===== src/rtl/seg_pkg.sv =====
// Shared types and constants for the segment-pattern reader.
// Holds the FSM state type, the 16-entry segment pattern table, the
// invalid-pattern marker and the table decode helper.
package seg_pkg;

   typedef enum logic [1:0] {
      ST_IDLE,
      ST_SETTLE,
      ST_REPORT
   } state_e;

   localparam int unsigned CNT_W = 8;

   // last_pat reset value; differs from the post-reset synchronizer value,
   // so the first settled pattern is always reported
   localparam logic [6:0] INVALID_PAT = 7'h7F;

   // Segment-driver output for each {D,N1,N2,N3} code, index 0 first
   localparam logic [6:0] SEG_TABLE [16] = '{
      7'b1111111, 7'b0011010, 7'b0101100, 7'b0110110,
      7'b1000111, 7'b1010011, 7'b1100101, 7'b1001010,
      7'b1111111, 7'b0111001, 7'b1011100, 7'b1101001,
      7'b1110010, 7'b0010111, 7'b0100111, 7'b1100011
   };

   typedef struct packed {
      logic       err;
      logic [3:0] code;
   } decode_t;

   // Lowest matching index wins; no match gives err=1 and code 0
   function automatic decode_t seg_decode(input logic [6:0] pat);
      decode_t r;
      logic    hit;
      r.err  = 1'b1;
      r.code = '0;
      hit    = 1'b0;
      for (int unsigned i = 0; i < 16; i++) begin
         if (!hit && (pat == SEG_TABLE[i])) begin
            hit    = 1'b1;
            r.err  = 1'b0;
            r.code = 4'(i);
         end
      end
      return r;
   endfunction

endpackage


===== src/rtl/seg_stable.sv =====
// Two-flop synchronizer for the segment inputs plus a saturating
// stability counter on the synchronized value.
module seg_stable
   import seg_pkg::*;
#(
   parameter int unsigned STABLE_CYCLES = 4
) (
   input  logic             clk,
   input  logic             rst,
   input  logic [6:0]       seg_i,
   output logic [6:0]       seg_s_o,
   output logic [CNT_W-1:0] cnt_o,
   output logic             chg_o
);

   localparam logic [CNT_W-1:0] CNT_MAX = CNT_W'(STABLE_CYCLES - 1);

   logic [6:0]       sync1_q;
   logic [6:0]       seg_s_q;
   logic [CNT_W-1:0] cnt_q, cnt_d;
   logic             chg_q, chg_d;

   // The first stage already holds the next seg_s, so comparing it with
   // seg_s lets the count restart on the same edge seg_s takes a new value.
   always_comb begin
      chg_d = (sync1_q != seg_s_q);
      cnt_d = cnt_q;
      if (chg_d)
         cnt_d = '0;
      else if (cnt_q != CNT_MAX)
         cnt_d = cnt_q + 1'b1;
   end

   // Synchronizer stages, stability counter and change flag
   always_ff @(posedge clk or posedge rst) begin
      if (rst) begin
         sync1_q <= '0;
         seg_s_q <= '0;
         cnt_q   <= '0;
         chg_q   <= 1'b0;
      end else begin
         sync1_q <= seg_i;
         seg_s_q <= sync1_q;
         cnt_q   <= cnt_d;
         chg_q   <= chg_d;
      end
   end

   assign seg_s_o = seg_s_q;
   assign cnt_o   = cnt_q;
   assign chg_o   = chg_q;

endmodule


===== src/rtl/seg_reader.sv =====
// Seven-segment pattern reader: waits for a stable pattern, decodes it
// through the shared table and holds the result until acknowledged.
// Optional error counter output enabled by defining SEG_READER_ERRCNT_EN.
module seg_reader
   import seg_pkg::*;
#(
   parameter int unsigned STABLE_CYCLES = 4
) (
   input  logic       clk,
   input  logic       rst,
   input  logic [6:0] seg,
   input  logic       ack,
   output logic       out_valid,
   output logic       D,
   output logic       N1,
   output logic       N2,
   output logic       N3,
   output logic       err,
   output logic       overrun
`ifdef SEG_READER_ERRCNT_EN
   ,
   output logic [7:0] err_cnt
`endif
);

   localparam logic [CNT_W-1:0] CNT_MAX = CNT_W'(STABLE_CYCLES - 1);

   logic [6:0]       seg_s;
   logic [CNT_W-1:0] cnt;
   logic             chg;
   logic             stable, qualify;
   decode_t          dec;

   state_e     state_q, state_d;
   logic [6:0] last_pat_q, last_pat_d;
   logic [3:0] code_q, code_d;
   logic       err_q, err_d;
   logic       ovr_q, ovr_d;
   logic       qual_q;

   seg_stable #(.STABLE_CYCLES(STABLE_CYCLES)) u_stable (
      .clk     (clk),
      .rst     (rst),
      .seg_i   (seg),
      .seg_s_o (seg_s),
      .cnt_o   (cnt),
      .chg_o   (chg)
   );

   assign stable  = (cnt == CNT_MAX);
   assign qualify = stable && (seg_s != last_pat_q);
   assign dec     = seg_decode(seg_s);

   // State register
   always_ff @(posedge clk or posedge rst) begin
      if (rst) state_q <= ST_IDLE;
      else     state_q <= state_d;
   end

   // Next-state logic
   always_comb begin
      state_d = state_q;
      case (state_q)
         ST_IDLE:   if (chg) state_d = ST_SETTLE;
         ST_SETTLE: begin
            if (qualify)     state_d = ST_REPORT;
            else if (stable) state_d = ST_IDLE;
         end
         // Leaving via SETTLE whenever seg_s differs from last_pat keeps a
         // pattern that arrived while pending (qualified or still settling)
         ST_REPORT: if (ack) state_d = (seg_s != last_pat_q) ? ST_SETTLE : ST_IDLE;
         default:   state_d = ST_IDLE;
      endcase
   end

   // Result capture and overrun detection
   always_comb begin
      code_d     = code_q;
      err_d      = err_q;
      last_pat_d = last_pat_q;
      if ((state_q == ST_SETTLE) && qualify) begin
         code_d     = dec.code;
         err_d      = dec.err;
         last_pat_d = seg_s;
      end
      // qualify stays high while a result is pending; flag only its rising edge
      ovr_d = (state_q == ST_REPORT) && qualify && !ack && !qual_q;
   end

   // Result, last-pattern and overrun registers
   always_ff @(posedge clk or posedge rst) begin
      if (rst) begin
         code_q     <= '0;
         err_q      <= 1'b0;
         last_pat_q <= INVALID_PAT;
         ovr_q      <= 1'b0;
         qual_q     <= 1'b0;
      end else begin
         code_q     <= code_d;
         err_q      <= err_d;
         last_pat_q <= last_pat_d;
         ovr_q      <= ovr_d;
         qual_q     <= qualify;
      end
   end

   assign out_valid       = (state_q == ST_REPORT);
   assign {D, N1, N2, N3} = code_q;
   assign err             = err_q;
   assign overrun         = ovr_q;

`ifdef SEG_READER_ERRCNT_EN
   logic [7:0] err_cnt_q, err_cnt_d;

   // Count reports of unknown patterns, saturating
   always_comb begin
      err_cnt_d = err_cnt_q;
      if ((state_q == ST_SETTLE) && qualify && dec.err && (err_cnt_q != 8'hFF))
         err_cnt_d = err_cnt_q + 8'd1;
   end

   // Error counter register
   always_ff @(posedge clk or posedge rst) begin
      if (rst) err_cnt_q <= '0;
      else     err_cnt_q <= err_cnt_d;
   end

   assign err_cnt = err_cnt_q;
`endif

endmodule


===== config.mk =====
export PLATFORM = sky130hd
export DESIGN_NAME = seg_reader
export DESIGN_NICKNAME = d
export VERILOG_FILES = /design/src/rtl/seg_pkg.sv /design/src/rtl/seg_stable.sv /design/src/rtl/seg_reader.sv
export SDC_FILE = /design/constraint.sdc
export NUM_CORES = 1
export LEC_CHECK = 0
export ABC_AREA = 1
export CORE_ASPECT_RATIO = 1.4
export CORE_MARGIN = 3
export CORE_UTILIZATION = 51
export CTS_CLUSTER_SIZE = 10
export DETAILED_ROUTE_END_ITERATION = 10
export HOLD_SLACK_MARGIN = 0.1
export PLACE_DENSITY = 0.69
export SLEW_MARGIN = 20
export SYNTH_ARGS = -nofsm -noshare
export SYNTH_HDL_FRONTEND = slang
export SYNTH_SLANG_ARGS = --single-unit

===== constraint.sdc =====
create_clock -name clk -period 4.13 [get_ports clk]
set_clock_uncertainty 0.05 [all_clocks]
set_input_delay 0.413 -clock clk [delete_from_list [all_inputs] [get_ports clk]]
set_output_delay 0.413 -clock clk [all_outputs]
set_load 0.02 [all_outputs]

==> metrics.log, run 1 <==
[metrics] number of port buffers: 16
[metrics] residual antenna-violating net count after detailed routing: 0
[metrics] Hold Fails Final Rpt: 0
[metrics] Critical R2R Launch: u_stable.cnt_o[0]$_DFFE_PP0P_
[metrics] achievable frequency: 504.1 MHz
[metrics] root cell of the clock tree: sky130_fd_sc_hd__clkbuf_8
[metrics] Worst-Skew Late Latency: 290 ps
[metrics] largest net degree at the start of global routing: 26
[metrics] Post-DP Area: 0.002067 sq mm
[metrics] average vias per placed instance: 5.405
[metrics] sequential fraction of the synthesis area: 0.5215
[metrics] Buf+Inv Stages, Crit Path: 1
[metrics] register clock-pin slew on the reported worst setup and hold paths: 70 ps
[metrics] number of remaining DRC errors: 0
[metrics] share of total power in the clock network: 0.350
[metrics] Synth top cells by count: 46 x sky130_fd_sc_hd__nand2_1, 32 x sky130_fd_sc_hd__dfrtp_1, 26 x sky130_fd_sc_hd__inv_1
[metrics] number of cells on the worst reg-to-reg path: 6
[metrics] worst hold path stage count: 0
[metrics] mux share of post-synthesis cell area: 0
[metrics] first-pass GRT wire length: 6106 microns
[metrics] Synth Area in Simple Gates: 0.2551
[metrics] full die area: 0.004479 sq mm
[metrics] number of synthesized register bits: 39
[metrics] overall power: 0.0006884 W
[metrics] count of boundary I/O pins: 17
[metrics] Post-Synthesis Mean Instance Area: 8.782 sq um
[metrics] status: completed
[metrics] Top Family by Delay on Critical Path: buffers and inverters
[metrics] most frequent cell after synthesis: sky130_fd_sc_hd__nand2_1
[metrics] horizontal die dimension: 57.43 microns
[metrics] Yosys warnings: 0
[metrics] final non-filler cell total: 274
[metrics] combinational fraction of design power: 0.066
[metrics] number of resized instances in the post-cts repair step: 0
[metrics] switching share of total power: 0.2321
[metrics] count of nets after finishing: 244
[metrics] Post-synth EDFFs: 0
[metrics] number of global-route vias before repair: 1463
[metrics] path category of the worst min-delay check: reg2reg
[metrics] total via count after detailed routing: 1481
[metrics] WS Path Type: reg2out
[metrics] number of inserted diodes: 0
[metrics] initial detailed-routing violation count: 63
[metrics] ordered cell list for the critical path: nor2_1, clkdlybuf4s50_1
[metrics] number of library cell types mapped by synthesis: 32
[metrics] Adder-Cell Fraction of Synth Area: 0.006627
[metrics] final design area excluding fillers: 0.002148 sq mm
[metrics] XOR/XNOR share of the synthesized area: 0.06494
[metrics] critical path fanouts, max: 4
[metrics] crit end category: primary output
[metrics] cell taking the most area after synthesis: sky130_fd_sc_hd__dfrtp_1
[metrics] Synth Area in Compound Gates: 0.07753
[metrics] fraction of layout instances using a drive strength above 1: 0.08547
[metrics] final setup slack of the worst path: 2146 ps
[metrics] Syn-to-layout area delta: 13.78%
[metrics] final estimated routing congestion in global placement: 0.9861
[metrics] CP max stage delay: 640 ps
[metrics] Worst Tran Pin Value: 544.3 ps
[metrics] share of synthesized registers carrying an async set or reset: 1.000
[metrics] number of sinks on the clock net: 39
[metrics] number of violations of the max-capacitance limit: 0
[metrics] biggest area contributors in the synthesized netlist: sky130_fd_sc_hd__dfrtp_1 42%, sky130_fd_sc_hd__dfstp_2 9.7%, sky130_fd_sc_hd__nand2_1 9.1%, sky130_fd_sc_hd__inv_1 5.2%, sky130_fd_sc_hd__nor2_1 4.2%
[metrics] worst flop-to-flop path endpoint: code_q[0]$_DFFE_PP0P_
[metrics] ratio of final minimum period to clock period: 0.4803
[metrics] internal portion of total power: 0.0005286 W
[metrics] critical path data required time: 3670 ps
[metrics] fill cell instance count of the final layout: 296
[metrics] Overall Global Routing Usage: 0.1755
[metrics] number of failing setup endpoints in the final timing report: 0
[metrics] RSZ-0062 raised after global routing: false
[metrics] worst hold path startpoint: u_stable.sync1_q[1]$_DFF_PP0_
[metrics] number of hold-repair buffers added at the cts stage: 0
[metrics] critical path startpoint category: flop
[metrics] Die Height: 77.99 microns
[metrics] main combinational cell family by area after synthesis: simple AND/OR/NAND/NOR gates
[metrics] Max transition margin: 0.6368
[metrics] routed length per instance: 12.75 microns
[metrics] starting density of the core: 0.5438
[metrics] CTS HTree Levels: 2
[metrics] worst-path cell with the longest stage delay: sky130_fd_sc_hd__clkdlybuf4s50_1
[metrics] Setup Slack @ Placement: 2315 ps
[metrics] Mapped Cells: 215
[metrics] area share of the leading cell type in the synthesized netlist: 0.4241
[metrics] Power per Cell Area: 320.4 mW/mm^2
[metrics] endpoint arrival time on the critical path: 1520 ps
[metrics] Placed Cells: 266
[metrics] Lkg Pwr: 0.9870 nW
[metrics] floorplan row count: 25
[metrics] grt total ovfl: 0
[metrics] share of total power in sequential cells: 0.584
[metrics] Post-CTS Setup Bufs: 0
[metrics] post-route minimum period: 1984 ps
[metrics] instance count on the critical path: 2
[metrics] final-layout setup total negative slack: 0 ps
[metrics] total wire length after detailed routing: 3494 microns
[metrics] Endpoint, Worst Hold: u_stable.seg_s_o[1]$_DFF_PP0_
[metrics] worst reg2reg setup slack: 2270 ps
[metrics] detailed placement HPWL: 2704 microns
[metrics] total CTS buffers: 5
[metrics] Core ar.: 0.003472 sq mm
[metrics] length of the first detailed-routing pass in iterations: 4
[metrics] sw power: 0.0001598 W
[metrics] Slew Viols, Final: 0
[metrics] synthesized net count: 226
[metrics] flip-flop cell with the highest count after synthesis: sky130_fd_sc_hd__dfrtp_1
[metrics] cell area after technology mapping: 0.001888 sq mm
[metrics] clock tree from TritonCTS: done
[metrics] maximum root-to-sink buffer count: 2
[metrics] antenna violations before repair: 0
[metrics] IR Drop Worst-Case VDD: 0.0002674 V
sequential cells by signal, indices dropped and copies added, names as in the netlist:
register          cells
last_pat_q            7
u_stable.seg_s_o      7
u_stable.cnt_o        8
overrun               1
code_q                4
state_q               2
u_stable.sync1_q      7
u_stable.chg_o        1
qual_q                1
err                   1
per-stage QoR:
| stage | hold slack (ps) | utilization |
|---|---|---|
| 6_report | 341.4 | 0.6187 |
| 5_1_grt | 364.2 | 0.6187 |
| 4_1_cts | 346.8 | 0.6187 |
| 3_5_place_dp | 331.9 | 0.5953 |
| 3_3_place_gp | 327.9 | 0.5953 |
| 2_1_floorplan | 321.5 | - |
routing by layer:
metal	share of wire	track usage	vias up
met2	0.50	0.3032	46
met3	0.057	0.04992	8
li1	-	-	733
met1	0.43	0.1989	694
met5	0	0	-
met4	0.020	0.06961	0
placed cells by master (no fill, tap or decap), drive strengths merged, types with 2 or more instances in the layout:
| cell type | netlist | final |
|---|---|---|
| xnor2 | 5 | 5 |
| nand2 | 47 | 47 |
| dfstp | 7 | 7 |
| nand4 | 10 | 10 |
| nor3 | 9 | 9 |
| nor2 | 24 | 24 |
| dfrtp | 32 | 32 |
| a21oi | 8 | 8 |
| clkdlybuf4s50 | 0 | 16 |
| nand3 | 8 | 8 |
| nor4 | 3 | 3 |
| inv | 27 | 27 |
| o21a | 2 | 2 |
| o21ai | 10 | 10 |
| clkbuf | 3 | 7 |
| xor2 | 9 | 9 |
how the worst max path moves through the flow:
stage	start	endpoint	slack, ps
floorplan	last_pat_q[6]$_DFFE_PP1P_	code_q[3]$_DFFE_PP0P_	2630
global placement	u_stable.seg_s_o[3]$_DFF_PP0_	code_q[1]$_DFFE_PP0P_	2430
detailed placement	u_stable.cnt_o[0]$_DFFE_PP0P_	code_q[0]$_DFFE_PP0P_	2310
CTS	state_q[0]$_DFFE_PP0P_	out_valid	2120
global route	state_q[0]$_DFFE_PP0P_	out_valid	2040
finish	state_q[0]$_DFFE_PP0P_	out_valid	2150
power groups by stage:
stage	combinational (W)	clock [W]	sequential [W]
finish	0.0000455	0.000241	0.000402
global route	0.0000516	0.000270	0.000403
CTS	0.0000462	0.000250	0.000402
detailed placement	0.0000459	0	0.000409
global placement	0.0000444	0	0.000408
floorplan	0.0000358	0	0.000403
area by class of cell:
| cell class | count | area (sq um) | area share |
|---|---|---|---|
| Inverter | 27 | 101.3 | 0.04718 |
| Sequential cell | 39 | 984.7 | 0.4584 |
| Multi-Input combinational cell | 143 | 763.2 | 0.3553 |
| Timing Repair Buffer | 17 | 167.7 | 0.07804 |
| Clock buffer | 7 | 76.32 | 0.03553 |
| Tap cell | 40 | 50.05 | 0.02330 |
| Clock inverter | 1 | 5.005 | 0.002330 |
cells by family after synthesis:
group                    count (synthesis)
flip-flops                              39
adder cells (fa/ha/maj)                  1
XOR/XNOR                                14
buffers and inverters                   33
AND/OR/NAND/NOR                        103
AO/OA/AOI/OAI                           25
Note: power is estimated with default switching activity, not from simulation.
==> inputs of run 2 (changes only) <==
--- a/config.mk
+++ b/config.mk
@@ -12,7 +12,7 @@
 export CTS_CLUSTER_SIZE = 10
 export DETAILED_ROUTE_END_ITERATION = 10
 export HOLD_SLACK_MARGIN = 0.1
-export PLACE_DENSITY = 0.69
+export PLACE_DENSITY = 0.72
 export SLEW_MARGIN = 20
 export SYNTH_ARGS = -nofsm -noshare
 export SYNTH_HDL_FRONTEND = slang
==> constraint.sdc (replaced) <==
create_clock -name clk -period 1.8 [get_ports clk]
set_clock_uncertainty 0.05 [all_clocks]
set_input_delay 0.18 -clock clk [delete_from_list [all_inputs] [get_ports clk]]
set_output_delay 0.18 -clock clk [all_outputs]
set_load 0.02 [all_outputs]
==> metrics.log, run 2 (synthesis results as in run 1) <==
[metrics] WS Path Type: reg2reg
[metrics] Max transition margin: 0.6832 (+0.04646)
[metrics] full die area: 0.004479 sq mm (unchanged)
[metrics] endpoint arrival time on the critical path: 1810 ps (+290 ps)
[metrics] worst hold slack after final layout: 244.8 ps (-96.62 ps)
[metrics] leading cell types in the layout, fill and taps excluded: 46 x sky130_fd_sc_hd__nand2_1, 30 x sky130_fd_sc_hd__dfrtp_1, 25 x sky130_fd_sc_hd__inv_1
[metrics] Power per Cell Area: 785.0 mW/mm^2 (+140%)
[metrics] number of inserted diodes: 0 (unchanged)
[metrics] Worst Tran Pin Value: 475.2 ps (-69.10 ps)
[metrics] achievable frequency: 601.1 MHz
[metrics] Hold Fails Final Rpt: 0 (unchanged)
[metrics] number of port buffers: 16 (unchanged)
[metrics] critical path startpoint category: flop
[metrics] floorplan row count: 25 (unchanged)
[metrics] total wire length after detailed routing: 3411 microns (-2.4%)
[metrics] total via count after detailed routing: 1474 (-0.47%)
[metrics] horizontal die dimension: 57.43 microns (unchanged)
[metrics] CTS HTree Levels: 2 (unchanged)
[metrics] final-layout setup total negative slack: 0 ps (unchanged)
[metrics] fraction of layout instances using a drive strength above 1: 0.1339 (+0.04842)
[metrics] number of failing setup endpoints in the final timing report: 0 (unchanged)
[metrics] Worst-Skew Late Latency: 290 ps (about the same)
[metrics] number of violations of the max-capacitance limit: 0 (unchanged)
[metrics] Slew Viols, Final: 0 (unchanged)
[metrics] commonest non-fill, non-tap cell in the layout: sky130_fd_sc_hd__nand2_1
[metrics] number of remaining DRC errors: 0 (unchanged)
[metrics] Lkg Pwr: 1.052 nW (+6.5%)
[metrics] count of nets after finishing: 249 (+2.0%)
[metrics] crit end category: flop
[metrics] routed length per instance: 12.23 microns (-4.1%)
[metrics] largest net degree at the start of global routing: 40 (+54%)
[metrics] critical path data required time: 1940 ps (-1730 ps)
[metrics] register clock-pin slew on the reported worst setup and hold paths: 80 ps (about the same)
[metrics] final estimated routing congestion in global placement: 0.9653 (-2.1%)
[metrics] total CTS buffers: 5 (unchanged)
[metrics] Overall Global Routing Usage: 0.1772 (+0.001672)
[metrics] root cell of the clock tree: sky130_fd_sc_hd__clkbuf_8
[metrics] first-pass GRT wire length: 6092 microns (-0.23%)
[metrics] IR Drop Worst-Case VDD: 0.0006113 V (+130%)
[metrics] Syn-to-layout area delta: 20.28%
[metrics] max FFs per register: 8 (unchanged)
[metrics] Die Height: 77.99 microns (unchanged)
[metrics] worst reg2reg setup slack: 140 ps (-2130 ps)
[metrics] detailed placement HPWL: 2552 microns (-5.6%)
[metrics] status: completed
[metrics] clock tree from TritonCTS: done
[metrics] ratio of final minimum period to clock period: 0.9243
[metrics] post-route minimum period: 1664 ps
[metrics] path category of the worst min-delay check: in2async
[metrics] Core ar.: 0.003472 sq mm (unchanged)
[metrics] maximum root-to-sink buffer count: 2 (unchanged)
[metrics] number of global-route vias before repair: 1429 (-2.3%)
[metrics] length of the first detailed-routing pass in iterations: 4 (unchanged)
[metrics] grt total ovfl: 0 (unchanged)
[metrics] starting density of the core: 0.5438 (unchanged)
[metrics] count of boundary I/O pins: 17 (unchanged)
[metrics] average vias per placed instance: 5.283 (-2.3%)
[metrics] number of sinks on the clock net: 39 (unchanged)
[metrics] critical path fanouts, max: 4 (unchanged)
[metrics] residual antenna-violating net count after detailed routing: 0 (unchanged)
[metrics] antenna violations before repair: 0 (unchanged)
[metrics] initial detailed-routing violation count: 37 (-41%)
run 2: cell type report:
cell class	count	area, sq um
clock inverters	2	35.03
clock buffers	6	82.58
repair buffers	22	220.2
fillers	289	1201
well taps	40	50.05
multi-input cells	143	794.5
flip-flops and latches	39	987.2
inverters	27	101.3
run 2: per-layer routing:
layer	GRT usage	vias up	part of all wire	routed length, microns
met4	0.1160	0	0.033	114
met1	0.2032	689	0.44	1489
met3	0.03661	13	0.036	122
met2	0.2907	32	0.49	1684
li1	-	740	-	-
met5	0	-	0	0
run 2: worst paths after layout:
path / start / to / cells past startpoint
worst min register to register: u_stable.sync1_q[5]$_DFF_PP0_ / u_stable.seg_s_o[5]$_DFF_PP0_ / 0
min in group clk: seg[2] / u_stable.sync1_q[2]$_DFF_PP0_ / 1
max in group asynchronous: rst / last_pat_q[6]$_DFFE_PP1P_ / 3
worst min-delay path: rst / u_stable.seg_s_o[2]$_DFF_PP0_ / 3
worst max-delay path: last_pat_q[4]$_DFFE_PP1P_ / code_q[3]$_DFFE_PP0P_ / 9
worst max register to register: last_pat_q[4]$_DFFE_PP1P_ / code_q[3]$_DFFE_PP0P_ / 9
run 2: report_power, final:
group | internal [W] | switching [W] | total (W)
Sequential | 0.000897 | 0.0000241 | 0.000921
Clock | 0.000448 | 0.000303 | 0.000751
Combinational | 0.0000466 | 0.0000637 | 0.000110
run 2: timing repair:
| item | CTS | global route |
|---|---|---|
| pin swaps | 0 | 1 |
| gates resized for setup | 1 | 8 |
| hold buffers | 0 | 0 |
| buffers inserted | 0 | 2 |
| hold endpoints to repair | 0 | 0 |
| endpoints found under the setup margin | 4 | 6 |
run 2: worst max-delay path, stage by stage, from the launching register on:
cell and delay [ps]:
sky130_fd_sc_hd__dfstp_2 540, sky130_fd_sc_hd__xor2_1 160, sky130_fd_sc_hd__nor3_1 80, sky130_fd_sc_hd__nand2_1 90, sky130_fd_sc_hd__inv_2 60, sky130_fd_sc_hd__nor2_4 170, sky130_fd_sc_hd__nand2_8 80, sky130_fd_sc_hd__nor2_2 110
sky130_fd_sc_hd__nand3_1 80, sky130_fd_sc_hd__o22a_1 150
run 2: stage by stage:
step	cells	instance area (sq um)	total power (W)	worst slack [ps]	utilization
after floorplan	215	1888	0.001006	299.2	-
after global placement	269	2090	0.001044	-50.71	0.6018
after detailed placement	269	2090	0.001046	-73.84	0.6018
after CTS	277	2213	0.001794	26.12	0.6375
after global routing	279	2271	0.001861	-24.31	0.6541
final	279	2271	0.001783	136.3	0.6541
